## config.mk

```make
export PLATFORM = sky130hd
export DESIGN_NAME = uart_tx_arbiter
export DESIGN_NICKNAME = d
export VERILOG_FILES = /design/src/rtl/uart_pkg.sv /design/src/rtl/uart_rr_pick.sv /design/src/rtl/uart_tx_arbiter.sv
export SDC_FILE = /design/constraint.sdc
export NUM_CORES = 1
export LEC_CHECK = 0
export CAP_MARGIN = 15
export CORE_UTILIZATION = 37
export CTS_BUF_LIST = sky130_fd_sc_hd__clkbuf_4 sky130_fd_sc_hd__clkbuf_8
export DETAILED_ROUTE_END_ITERATION = 10
export PLACE_DENSITY = 0.77
export SLEW_MARGIN = 20
export SYNTH_ARGS = -nofsm -noshare
export SYNTH_HDL_FRONTEND = slang
export SYNTH_SLANG_ARGS = --single-unit
```

## constraint.sdc

```tcl
create_clock -name clk -period 1.6 [get_ports clk]
set_input_delay 0.4 -clock clk [delete_from_list [all_inputs] [get_ports clk]]
set_output_delay 0.4 -clock clk [all_outputs]
set_load 0.005 [all_outputs]
```

## src/rtl/uart_pkg.sv

```systemverilog
// uart_pkg: shared constants and FSM state type for the UART transmit arbiter.
package uart_pkg;
    localparam int NUM_REQ      = 4;
    localparam int BUSY_TIMEOUT = 16;
    typedef enum logic [1:0] {IDLE, ISSUE, WAIT_BUSY, WAIT_DONE} state_t;
endpackage

```

## src/rtl/uart_rr_pick.sv

```systemverilog
// uart_rr_pick: combinational round-robin pick starting just after the last grant.
module uart_rr_pick (
    input  logic [3:0] req,
    input  logic [1:0] last,
    output logic [1:0] gnt_id,
    output logic       any
);
    always_comb begin
        gnt_id = '0;
        // scan farthest-first so the closest requester after last wins
        for (int k = 4; k >= 1; k--)
            if (req[last + 2'(k)]) gnt_id = last + 2'(k);
        any = |req;
    end
endmodule

```

## src/rtl/uart_tx_arbiter.sv

```systemverilog
// uart_tx_arbiter: round-robin, packet-locked sharing of one UART transmitter
// among four byte requesters, with a sticky flag for a transmitter that never goes busy.
module uart_tx_arbiter
    import uart_pkg::*;
#(
    parameter int NUM_REQ      = uart_pkg::NUM_REQ,
    parameter int BUSY_TIMEOUT = uart_pkg::BUSY_TIMEOUT
) (
    input  logic                       clk,
    input  logic                       rst,
    input  logic [NUM_REQ-1:0]         req_valid,
    input  logic [8*NUM_REQ-1:0]       req_data,
    input  logic [NUM_REQ-1:0]         req_last,
    output logic [NUM_REQ-1:0]         req_ready,
    output logic                       tx_start,
    output logic [7:0]                 tx_data,
    input  logic                       tx_busy,
    output logic                       grant_active,
    output logic [$clog2(NUM_REQ)-1:0] grant_id,
    output logic                       err_timeout
);
    localparam int CW = $clog2(BUSY_TIMEOUT);

    state_t        state, state_nx;
    logic [1:0]    pick, last_grant;
    logic          any, last_byte, accept, timed_out, done;
    logic [CW-1:0] cnt;

    uart_rr_pick u_pick (
        .req    (req_valid),
        .last   (last_grant),
        .gnt_id (pick),
        .any    (any)
    );

    always_comb begin
        req_ready           = '0;
        req_ready[grant_id] = state == ISSUE && req_valid[grant_id] && !tx_busy;
        accept              = req_ready[grant_id];
        timed_out           = state == WAIT_BUSY && !tx_busy && cnt == CW'(BUSY_TIMEOUT - 1);
        // a timed-out byte finishes exactly like one whose frame ended
        done                = timed_out || (state == WAIT_DONE && !tx_busy);
        state_nx            = state == IDLE  ? (any ? ISSUE : IDLE) :
                              state == ISSUE ? (accept ? WAIT_BUSY : ISSUE) :
                              done           ? (last_byte ? IDLE : ISSUE) :
                              (state == WAIT_BUSY && tx_busy) ? WAIT_DONE : state;
    end

    always_ff @(posedge clk) begin
        if (rst) begin
            state        <= IDLE;
            grant_active <= 1'b0;
            grant_id     <= '0;
            last_grant   <= 2'd3;
            tx_start     <= 1'b0;
            tx_data      <= '0;
            last_byte    <= 1'b0;
            cnt          <= '0;
            err_timeout  <= 1'b0;
        end else begin
            state    <= state_nx;
            tx_start <= accept;
            cnt      <= (state == WAIT_BUSY && !tx_busy) ? cnt + 1'b1 : '0;
            if (state == IDLE && any) begin
                grant_active <= 1'b1;
                grant_id     <= pick;
            end
            if (accept) begin
                tx_data   <= req_data[8*grant_id +: 8];
                last_byte <= req_last[grant_id];
            end
            if (timed_out) err_timeout <= 1'b1;
            if (done && last_byte) begin
                grant_active <= 1'b0;
                last_grant   <= grant_id;
            end
        end
    end
endmodule

```

==> metrics.md <==
| Metric | Value |
|---|---|
| Worst reg2reg path endpoint | state[0] |
| GR Util All Layers | 0.208 |
| Largest net degree at the start of global routing | 16 |
| Hold Crit Class | flop to flop |
| Root Buffer | clkbuf_4 |
| Number of global-route vias before repair | 1235 |
| Vias per Instance | 5.08 |
| FF-to-FF path depth | 7 |
| Die W | 58.1 um |
| Synth Area per Inst | 10.5 um2 |
| # Max-Cap Violations | 0 |
| Fin crit share | 1.25 |
| Core box area | 2880 um2 |
| Final worst path period need | 2.00 ns |
| Area delta synth->final | 75.8% |
| Hold path depth | 1 |
| Post-Route WL | 3.41 mm |
| CTS Hold Bufs | 0 |
| # diodes | 0 |
| Vias after detailed routing | 1184 |
| Worst Path Required | 1.20 ns |
| Most frequent cells in the layout | 47 x clkdlybuf4s50_1, 20 x buf_4, 18 x nor2_1 |
| PortBufs | 59 |
| Leakage power | 0.872 nW |
| Share of flip-flops with an asynchronous set or reset | 0 |
| H-tree depth | 1 |
| Drt pass-1 iters | 4 |
| Antenna violations before repair | 0 |
| Cell area after layout | 2050 um2 |
| Critical Path End Type | output port |
| CP Class | flop to output port |
| Status | finished, violations left |
| Setup slack after layout | -0.397 ns |
| Post-DP HPWL | 2.50 mm |
| Number of remaining DRC errors | 0 |
| Die H | 58.1 um |
| Placed Cells | 221 |
| Clock Latency Late Sink | 0.31 ns |
| Setup repair after global routing missed its margin | yes |
| Power per Cell Area | 725 nW/um2 |
| Finished Core Util | 0.711 |
| First-pass GRT wire length | 5.49 mm |
| Initial core utilization | 0.405 |
| Startpoint Class | flop |
| Mapped cell area | 1160 um2 |
| Final setup viols | 5 |
| Reg2Reg Launch Point | grant_id[1] |
| CTS sink cnt | 22 |
| Synth Flop Type | dfxtp_1 |
| Crit path DAT | 1.60 ns |
| Syn Inst Count | 111 |
| FMAX | 501 MHz |
| Row count | 19 |
| WL per Instance | 14.6 um |
| Logic pwr share | 0.309 |
| Sequential power share | 0.404 |
| P_int | 1.13 mW |
| Net switching power | 0.356 mW |
| Deepest clock path buffer count | 2 |
| Mapped Nets | 155 |
| Min-Delay Startpoint | cnt[0] |
| GRT overflow | 0 |
| Clock network fraction of design power | 0.287 |
| Distinct cells, synth | 32 |
| Most common cell after layout, fill and taps aside | clkdlybuf4s50_1 |
| Final ANT Viol Nets | 0 |
| # IOs | 60 |
| Clock skew | 0.00285 ns |
| Die area | 3370 um2 |
| Post-layout nets | 236 |
| Count of final max-slew check failures | 0 |
| Seq cells post-synth | 22 |
| Worst slew margin | 0.763 |
| Fill cells | 209 |
| Critical Path Fanout Max | 4 |
| CTS tree | yes |
| Max VDD drop | 0.534 mV |
| CTS clk-pin slew, worst paths | 0.13 ns |
| WHS | 0.447 ns |
| Starting DRC count in detailed routing | 35 |
| Count of flip-flops with a built-in enable after synthesis | 0 |
| Yosys warns | 0 |
| CTS buffer count | 3 |
| Net Sw Frac | 0.240 |
| Failing checks | setup timing |
| Final non-filler cell total | 233 |
| Placed instance area | 1890 um2 |
| Post-synthesis sequential area ratio | 0.378 |
| Hold Vio Cnt, Final | 0 |
| WHS Endpoint | cnt[0] |
| Flop-to-flop setup slack | 0.01 ns |
| Routability Congestion | 0.749 |
| Worst Tran Pin Value | 0.353 ns |
| Layout cells sized above 1 | 0.319 |
-- how the worst max path moves through the flow --
stage	startpoint	to	slack [ns]	depth (start not counted)
detailed placement	req_valid[3]	req_ready[3]	-0.88	6
global route	grant_id[1]	req_ready[3]	-0.45	5
floorplan	grant_id[1]	req_ready[2]	-0.06	5
global placement	req_valid[3]	req_ready[3]	-0.84	6
finish	grant_id[1]	req_ready[3]	-0.40	5
CTS	grant_id[1]	req_ready[3]	-0.41	5
-- synthesized netlist by cell type, types with 3 or more instances --
cell type | instances | area, um2
o21ai_0 | 3 | 15.0
nand2_1 | 5 | 18.8
mux2i_1 | 12 | 120
nor3_1 | 3 | 15.0
nor3b_1 | 3 | 22.5
inv_1 | 4 | 15.0
mux4_2 | 10 | 225
a21oi_1 | 3 | 15.0
nor2_1 | 19 | 71.3
dfxtp_1 | 22 | 440
-- power groups by stage --
stage / Combinational [mW] / Clock (mW) / Sequential, mW
2_1_floorplan: 0.188 / 0 / 0.607
3_5_place_dp: 0.409 / 0 / 0.605
6_report: 0.459 / 0.426 / 0.599
3_3_place_gp: 0.397 / 0 / 0.604
5_1_grt: 0.493 / 0.462 / 0.602
4_1_cts: 0.451 / 0.428 / 0.597
-- cell families after synthesis --
| logic type | Yosys count | synth area share |
|---|---|---|
| simple gates | 41 | 0.172 |
| mux | 22 | 0.297 |
| flops | 22 | 0.378 |
| compound gates | 13 | 0.0763 |
| buf+inv | 10 | 0.0505 |
| xor+xnor | 2 | 0.0151 |
| fa+ha+maj | 1 | 0.0108 |
-- state kept, by name (all words and copies together) (netlist names) --
signal	flops
cnt	4
err_timeout	1
grant_active	1
grant_id	2
last_byte	1
last_grant	2
state	2
tx_data	8
tx_start	1
-- routing by layer --
layer,part of all wire,global-route usage,routed length (um),up-vias
li1,-,-,-,568
met5,0,0,0,-
met4,0.0079,0.0374,27,0
met2,0.50,0.383,1700,56
met3,0.082,0.0469,279,4
met1,0.41,0.248,1400,556
-- through the flow --
stage / TNS (ns) / worst slack [ns] / power, mW
finish: -1.26 / -0.397 / 1.48
global route: -1.83 / -0.454 / 1.56
CTS: -1.51 / -0.411 / 1.48
detailed placement: -9.14 / -0.877 / 1.01
global placement: -8.20 / -0.843 / 1.00
floorplan: -0.116 / -0.0580 / 0.795
-- critical path, stage by stage, from the launching register on --
cell,delay [ns]
dfxtp_2,0.37
mux4_2,0.53
nand3_4,0.10
inv_2,0.03
and3_4,0.16
buf_6,0.11
-- what timing repair did --
item,4_1_cts,5_1_grt
gates resized for setup,25,17
pin swaps,1,1
buffers inserted,7,1
endpoints found under the setup margin,16,22
-- area by class of cell --
class | count | area (um2) | area share
Clock buffer | 3 | 22.5 | 0.0110
Clock inverter | 1 | 30.0 | 0.0147
Multi-Input combinational cell | 79 | 704 | 0.344
Tap cell | 42 | 52.6 | 0.0257
Timing Repair Buffer | 82 | 767 | 0.375
Sequential cell | 22 | 454 | 0.222
Inverter | 4 | 15.0 | 0.00734
No activity file was read; power rests on OpenSTA's default activity.
